===== src/rtl/video_pkg.sv =====
// Shared video-pipe types: controller state encoding and cfg bit positions.
package video_pkg;

  typedef enum logic [1:0] {
    ST_TPG   = 2'd0,
    ST_ARM   = 2'd1,
    ST_CAM   = 2'd2,
    ST_FAULT = 2'd3
  } pipe_ctrl_state_t;

  localparam int CFG_SRC    = 0;
  localparam int CFG_GREY   = 1;
  localparam int CFG_709    = 2;
  localparam int CFG_INV    = 3;
  localparam int CFG_BORDER = 4;
  localparam int CFG_W      = 5;

endpackage


===== src/rtl/pipe_cfg_ctrl.sv =====
// Frame-synchronous pipeline configuration: requests apply only at vs_start_i,
// camera source is granted after readiness, with timeout and error fallback to TPG.
module pipe_cfg_ctrl
  import video_pkg::*;
#(
  parameter int N_TIMEOUT_FR = 4,
  parameter int FR_CNT_W     = 8
) (
  input  logic                clk_pix,
  input  logic                rst_i,
  input  logic                vs_start_i,
  input  logic [CFG_W-1:0]    req_i,
  input  logic                cam_rdy_i,
  input  logic                cam_err_i,
  output logic [CFG_W-1:0]    cfg_o,
  output logic                cfg_upd_o,
  output logic                cam_fb_o,
  output logic [1:0]          state_o,
  output logic [FR_CNT_W-1:0] frame_cnt_o
);

  localparam logic [7:0] TMO_LIM = 8'(N_TIMEOUT_FR);

  pipe_ctrl_state_t    state_q, state_d;
  logic [7:0]          tmo_q, tmo_d, tmo_inc;
  logic                err_pend_q, err_pend_d;
  logic [CFG_W-1:0]    cfg_q, cfg_d;
  logic                upd_q, upd_d;
  logic [FR_CNT_W-1:0] fcnt_q, fcnt_d;

  always_ff @(posedge clk_pix or posedge rst_i) begin
    if (rst_i) begin
      state_q    <= ST_TPG;
      tmo_q      <= '0;
      err_pend_q <= 1'b0;
      cfg_q      <= '0;
      upd_q      <= 1'b0;
      fcnt_q     <= '0;
    end else begin
      state_q    <= state_d;
      tmo_q      <= tmo_d;
      err_pend_q <= err_pend_d;
      cfg_q      <= cfg_d;
      upd_q      <= upd_d;
      fcnt_q     <= fcnt_d;
    end
  end

  always_comb begin
    state_d    = state_q;
    tmo_d      = tmo_q;
    tmo_inc    = tmo_q + 8'd1;
    err_pend_d = err_pend_q;
    cfg_d      = cfg_q;
    upd_d      = 1'b0;
    fcnt_d     = fcnt_q;

    // Errors are remembered for the whole frame and acted on at the boundary.
    if (state_q == ST_CAM && cam_err_i) err_pend_d = 1'b1;

    if (vs_start_i) begin
      fcnt_d = fcnt_q + FR_CNT_W'(1);
      case (state_q)
        ST_TPG: begin
          if (req_i[CFG_SRC]) begin
            state_d = ST_ARM;
            tmo_d   = '0;
          end
        end
        ST_ARM: begin
          if (!req_i[CFG_SRC]) begin
            state_d = ST_TPG;
          end else if (cam_rdy_i) begin
            state_d = ST_CAM;
          end else begin
            tmo_d = tmo_inc;
            if (tmo_inc == TMO_LIM) state_d = ST_FAULT;
          end
        end
        ST_CAM: begin
          // Fault wins over a voluntary return so the fallback flag is never lost.
          if (err_pend_q || cam_err_i || !cam_rdy_i) begin
            state_d = ST_FAULT;
          end else if (!req_i[CFG_SRC]) begin
            state_d = ST_TPG;
          end
        end
        ST_FAULT: begin
          if (!req_i[CFG_SRC]) state_d = ST_TPG;
        end
        default: state_d = ST_TPG;
      endcase

      if (state_d != ST_CAM) err_pend_d = 1'b0;

      cfg_d[CFG_BORDER:CFG_GREY] = req_i[CFG_BORDER:CFG_GREY];
      cfg_d[CFG_SRC]             = (state_d == ST_CAM);
      upd_d                      = (cfg_d != cfg_q);
    end
  end

  assign cfg_o       = cfg_q;
  assign cfg_upd_o   = upd_q;
  assign cam_fb_o    = (state_q == ST_FAULT);
  assign state_o     = state_q;
  assign frame_cnt_o = fcnt_q;

endmodule


===== config.mk =====
export PLATFORM = sky130hd
export DESIGN_NAME = pipe_cfg_ctrl
export DESIGN_NICKNAME = d
export VERILOG_FILES = /design/src/rtl/video_pkg.sv /design/src/rtl/pipe_cfg_ctrl.sv
export SDC_FILE = /design/constraint.sdc
export NUM_CORES = 1
export LEC_CHECK = 0
export CAP_MARGIN = 20
export CORE_UTILIZATION = 55
export DETAILED_ROUTE_END_ITERATION = 8
export PLACE_DENSITY = 0.84
export SLEW_MARGIN = 40
export SYNTH_ARGS = -nofsm -noshare
export SYNTH_HDL_FRONTEND = slang
export SYNTH_SLANG_ARGS = --single-unit

===== constraint.sdc =====
create_clock -name clk_pix -period 2.7 [get_ports clk_pix]
set_input_delay 0.27 -clock clk_pix [delete_from_list [all_inputs] [get_ports clk_pix]]
set_output_delay 0.27 -clock clk_pix [all_outputs]
set_load 0.03 [all_outputs]

==> results of run 1 <==
[metal layers]
layer / up-vias / share of wire (%) / routed length (um)
met5: - / 0 / 0
met4: 0 / 1.3 / 34
met3: 5 / 3.4 / 87
met2: 21 / 49 / 1260
met1: 523 / 46 / 1170
li1: 526 / - / -
[layout make-up]
cell class / instances / share of cell area, %
clock buffers: 3 / 1.34
clock inverters: 1 / 0.299
inverters: 5 / 1.12
multi-input cells: 96 / 41.2
repair buffers: 28 / 16.4
flip-flops and latches: 25 / 37.3
well taps: 30 / 2.24
[worst paths after layout]
kind | end | slack [ns]
worst max-delay path | cam_fb_o | 0.69
worst min-delay path | tmo_q[1]$_DFFE_PP0P_ | 0.28
worst max register to register | state_o[1]$_DFFE_PP0P_ | 1.10
worst min register to register | frame_cnt_o[7]$_DFFE_PP0P_ | 0.49
max in group asynchronous | cfg_o[3]$_DFFE_PP0P_ | 2.18
min in group clk_pix | frame_cnt_o[7]$_DFFE_PP0P_ | 0.49
[power groups by stage]
| stage | clock (W) | combinational [W] | sequential [W] |
|---|---|---|---|
| floorplan | 0 | 0.000357 | 0.000713 |
| global placement | 0 | 0.000622 | 0.000633 |
| detailed placement | 0 | 0.000637 | 0.000640 |
| CTS | 0.000174 | 0.000643 | 0.000633 |
| global route | 0.000181 | 0.000696 | 0.000654 |
| finish | 0.000165 | 0.000637 | 0.000632 |
[state kept, by name (all words and copies together), names as in the netlist]
signal / cells
frame_cnt_o: 8
tmo_q: 8
cfg_o: 5
state_o: 2
cfg_upd_o: 1
err_pend_q: 1
[per-stage QoR]
stage               total power [W]  setup slack (ns)  utilization [%]  std cells  hold slack, ns
floorplan                   0.00107              1.20                -        136           0.297
global route                0.00153             0.575             68.2        188           0.317
detailed placement          0.00128             0.746             67.1        184           0.467
finish                      0.00143             0.691             68.2        188           0.278
CTS                         0.00145             0.673             68.2        188           0.277
global placement            0.00126             0.833             67.1        184           0.460
[cell families (layout without fill, tap and decap cells)]
family / count (synthesis) / count (layout) / share of synthesized area, %
AO/OA/AOI/OAI: 28 / 28 / 12.3
XOR/XNOR: 13 / 13 / 8.06
adder cells (fa/ha/maj): 3 / 3 / 2.66
buffers and inverters: 15 / 37 / 6.82
flip-flops: 25 / 25 / 44.3
multiplexers: 9 / 9 / 6.82
AND/OR/NAND/NOR: 43 / 43 / 19.0
[cell usage in the layout, fill, tap and decap left out, types with 2 or more instances in the layout]
cell | netlist | layout
a21o_1 | 2 | 2
a21oi_1 | 6 | 6
a22o_1 | 2 | 2
and2_1 | 2 | 2
and3_1 | 2 | 2
buf_4 | 1 | 2
clkbuf_4 | 0 | 3
clkdlybuf4s50_1 | 0 | 26
dfrtp_1 | 25 | 25
ha_1 | 3 | 3
inv_1 | 5 | 5
mux2_2 | 5 | 5
mux2i_1 | 4 | 4
nand2_1 | 14 | 14
nand2b_1 | 3 | 3
nand3_1 | 4 | 4
nand4_1 | 4 | 4
nor3_1 | 5 | 5
nor4_1 | 2 | 2
o21ai_0 | 2 | 2
o21ai_1 | 9 | 9
xnor2_1 | 11 | 11
xor2_1 | 2 | 2
[worst min-delay path, stage by stage]
cell	delay [ns]
clkdlybuf4s50_1	0.40
inv_1	0.05
buf_4	0.30
==> flow_metrics.tcl, run 1 <==
set metrics [dict create \
    critPathBufInv 1 \
    tritoncts "done" \
    ys_ff_latch 25 \
    path_cells "and2_1 -> clkdlybuf4s50_1" \
    fmax_ghz 0.498 \
    hold_class "input pin to asynchronous set/reset pin" \
    antenna_found_initial 0 \
    dpl_cell_area_mm2 0.00165 \
    via_per_inst 5.72 \
    grt_max_degree 26 \
    synth_warnings 0 \
    grt_pass1_wl_um 4460 \
    synth_ff_type "dfrtp_1" \
    cp_slowest_stage_delay_ns 0.67 \
    final_nets 172 \
    yosysSeqAreaShare_pct 44.3 \
    power_leakage_nw 0.716 \
    grt_util_met1_pct 26.1 \
    multi_input_area_um2 691 \
    cp_data_required_time_ns 2.43 \
    cts-root-buf "clkbuf_4" \
    clkTransAtPathRegs_ns 0.13 \
    synthTopCellsByArea "dfrtp_1 44%, xnor2_1 6.8%, mux2_2 4.0%" \
    via_count 1075 \
    tightest_slew_ns 0.437 \
    crit_type "register to output pin" \
    fillerInstances 198 \
    net-switching-power_w 0.000600 \
    status "complete, no violations" \
    syn2layout_area_growth_pct 18.6 \
    dr.pass1.iters 4 \
    slew_viol_final 0 \
    rsz0062_at_grt "no" \
    dp_hpwl_um 1850 \
    cp.depth 2 \
    wl_per_cell_um 13.6 \
    avgSynthCellArea_um2 10.4 \
    synth_commonest_cells "25 x dfrtp_1, 14 x nand2_1, 11 x xnor2_1" \
    cts_buffer_depth 2 \
    clock_sinks 25 \
    regArea_um2 626 \
    path_max_fanout 12 \
    ant_nets 0 \
    drtIter0Drc 19 \
    fin_worst_skew_ns 0.00767 \
    swShare_pct 41.8 \
    die_h_um 52.7 \
    max-vdd-ir-drop_uv 762 \
    reg2reg_from "tmo_q[0]$_DFFE_PP0P_" \
    stdcell_area_mm2 0.00168 \
    clk_latency_ns 0.32 \
    wirelength_um 2560 \
    die_w_um 52.7 \
    htreeDepth 1 \
    use_met3_pct 4.64 \
    synth_top_area_share_pct 44.3 \
    min_period_ns 2.01 \
    intPower_w 0.000834 \
    track_usage_pct 22.0 \
    top_usage_layer "met2" \
    grt_pass1_vias 1024 \
    setup_tns_ns 0 \
    start_kind "register" \
    n_antenna_cell 0 \
    async_flop_share_pct 100 \
    setup_violations 0 \
    synth_edf_count 0 \
    syn-instance-count 136 \
    die_area_mm2 0.00278 \
    portBuffers 26 \
    max_cap_violations 0 \
    cts_resized 0 \
    ff2ff_path_depth 4 \
    yosysMostFrequentCell "dfrtp_1" \
    final_hold_viol_count 0 \
    hold_buffers 0 \
    overflow 0 \
    post_cts_buffers 0 \
    num_io_pins 27 \
    comb_power_share_pct 44.5 \
    cp.arrival_ns 1.74 \
    path_delay_family "buffers and inverters" \
    p_clk_share_pct 11.5 \
    slew_headroom_pct 70.8 \
    place.gp.congestion 0.814 \
    synthesis.nets 149 \
    power_density_mw_per_mm2 856 \
    start_util_pct 57.5 \
    numCtsBuffers 3 \
    synthDistinctLibCells 39 \
    slowest_stage "clkdlybuf4s50_1" \
    fp-row-count 18 \
    drcViolationCount 0 \
    p_seq_share_pct 44.1 \
    critPathLaunch "state_o[0]$_DFFE_PP0P_" \
    finalCritPeriodShare_pct 74.4 \
    drive_above_1_share_pct 9.49 \
    fp.coreArea_mm2 0.00245 \
    grtUsageMet2_pct 38.2 \
    syn_area_mm2 0.00141 \
    end_kind "output pin" \
    yosys.area.top_type "dfrtp_1" \
]
(Power assumes the default switching activity.)
==> inputs of run 2 (changes only) <==
Settings changed: CORE_UTILIZATION 55 to 46, PLACE_DENSITY 0.84 to 0.75.
Clock period 2.7 ns to 1.7 ns, I/O delays scaled along.
==> flow_metrics.tcl, run 2 (same netlist as run 1, synthesis figures left out) <==
set metrics [dict create \
    multi_input_area_um2 691 \
    regArea_um2 627 \
    setup_violations 0 \
    max_cap_violations 0 \
    instances_no_fill 194 \
    final_cell_mix "24 x dfrtp_1, 22 x clkdlybuf4s50_1, 14 x nand2_1" \
    overflow 0 \
    ff2ff_path_depth 4 \
    finalCritPeriodShare_pct 96.4 \
    slew_headroom_pct 75.5 \
    fin_worst_skew_ns 0.00191 \
    clkTransAtPathRegs_ns 0.13 \
    syn2layout_area_growth_pct 21.9 \
    cp_slowest_stage_delay_ns 0.70 \
    setup_tns_ns 0 \
    power_leakage_nw 0.765 \
    dp_hpwl_um 1980 \
    reg2reg_slack_ns 0.14 \
    num_io_pins 27 \
    clk_latency_ns 0.31 \
    slowest_stage "clkdlybuf4s50_1" \
    fillerInstances 229 \
    die_w_um 57.4 \
    dpl_cell_area_mm2 0.00169 \
    cp.arrival_ns 1.47 \
    path_max_fanout 6 \
    status "complete, no violations" \
    antenna_found_initial 0 \
    drtIter0Drc 41 \
    final_nets 177 \
    n_antenna_cell 0 \
    fp-row-count 19 \
    tritoncts "done" \
    drcViolationCount 0 \
    tightest_slew_ns 0.358 \
    clock_sinks 25 \
    max-vdd-ir-drop_uv 1200 \
    grt_pass1_vias 1068 \
    rr_endpoint "state_o[1]$_DFFE_PP0P_" \
    track_usage_pct 17.4 \
    ant_nets 0 \
    cts_buffer_depth 2 \
    place.gp.congestion 0.804 \
    fp.coreArea_mm2 0.00283 \
    wirelength_um 2600 \
    path_cells "clkdlybuf4s50_1" \
    post-place-cells 190 \
    hold_ws_ns 0.176 \
    die_h_um 57.4 \
    slew_viol_final 0 \
    power.total_w 0.00228 \
    numCtsBuffers 3 \
    dr.pass1.iters 6 \
    die_area_mm2 0.00330 \
    start_kind "register" \
    critPathLaunch "frame_cnt_o[1]$_DFFE_PP0P_" \
    rsz0062_at_grt "no" \
    cts-root-buf "clkbuf_4" \
    portBuffers 26 \
    grt_pass1_wl_um 4490 \
    fmax_ghz 0.610 \
    path_delay_family "buffers and inverters" \
    grt_max_degree 26 \
    drive_above_1_share_pct 12.9 \
    min_period_ns 1.64 \
    cp_data_required_time_ns 1.53 \
    final_hold_viol_count 0 \
    wl_per_cell_um 13.4 \
    post_cts_buffers 0 \
    start_util_pct 49.9 \
    stdcell_area_mm2 0.00172 \
    reg2reg_from "tmo_q[0]$_DFFE_PP0P_" \
    htreeDepth 1 \
    via_per_inst 5.62 \
    via_count 1090 \
    hold_class "input pin to asynchronous set/reset pin" \
    layout_commonest_cell "dfrtp_1" \
    crit_type "register to output pin" \
    end_kind "output pin" \
    critPathBufInv 1 \
    power_density_mw_per_mm2 1320 \
]
-- run 2: cell types whose count changed in the layout (fill, tap and decap cells not counted), sizes merged --
cell,before,now
dlygate4sd2,0,1
clkdlybuf4s50,26,22
dlymetal6s2s,0,3
buf,2,7
-- run 2: layout make-up --
type	count	share of cell area, %
Sequential cell	25	36.4
Clock inverter	1	0.291
Clock buffer	3	1.31
Timing Repair Buffer	33	18.5
Multi-Input combinational cell	96	40.1
Inverter	5	1.09
Tap cell	31	2.25
-- run 2: timing repair --
item,4_1_cts,5_1_grt
resized for setup,2,3
cloned,0,0
setup endpoints to repair,2,3
hold buffers,0,0
-- run 2: worst max-delay path by stage --
stage	to	slack (ns)	cells past startpoint
floorplan	tmo_q[2]$_DFFE_PP0P_	0.20	5
finish	frame_cnt_o[1]	0.06	1
detailed placement	tmo_q[2]$_DFFE_PP0P_	0.06	4
CTS	frame_cnt_o[0]	0.01	1
global route	frame_cnt_o[1]	0.005	1
global placement	tmo_q[2]$_DFFE_PP0P_	0.10	4
-- run 2: report_power, final --
part / switching [W] / internal [W] / total (W) / leakage, nW
Sequential: 0.000243 / 0.000759 / 0.00100 / 0.288
Combinational: 0.000536 / 0.000481 / 0.00102 / 0.459
Clock: 0.000175 / 0.0000881 / 0.000263 / 0.0177
Total: 0.000953 / 0.00133 / 0.00228 / 0.765
-- run 2: metal layers --
| layer | vias to the layer above | GRT usage [%] | wire length (um) |
|---|---|---|---|
| li1 | 534 | - | - |
| met1 | 534 | 21.8 | 1250 |
| met2 | 18 | 30.7 | 1250 |
| met3 | 4 | 2.04 | 66 |
| met4 | 0 | 6.27 | 31 |
| met5 | - | 0 | 0 |
-- run 2: metrics by stage --
step                setup WS, ns  utilization, %
global route             0.00488            60.9
global placement           0.103            59.6
floorplan                  0.198               -
finish                    0.0611            60.9
CTS                       0.0129            60.6
detailed placement        0.0637            59.6
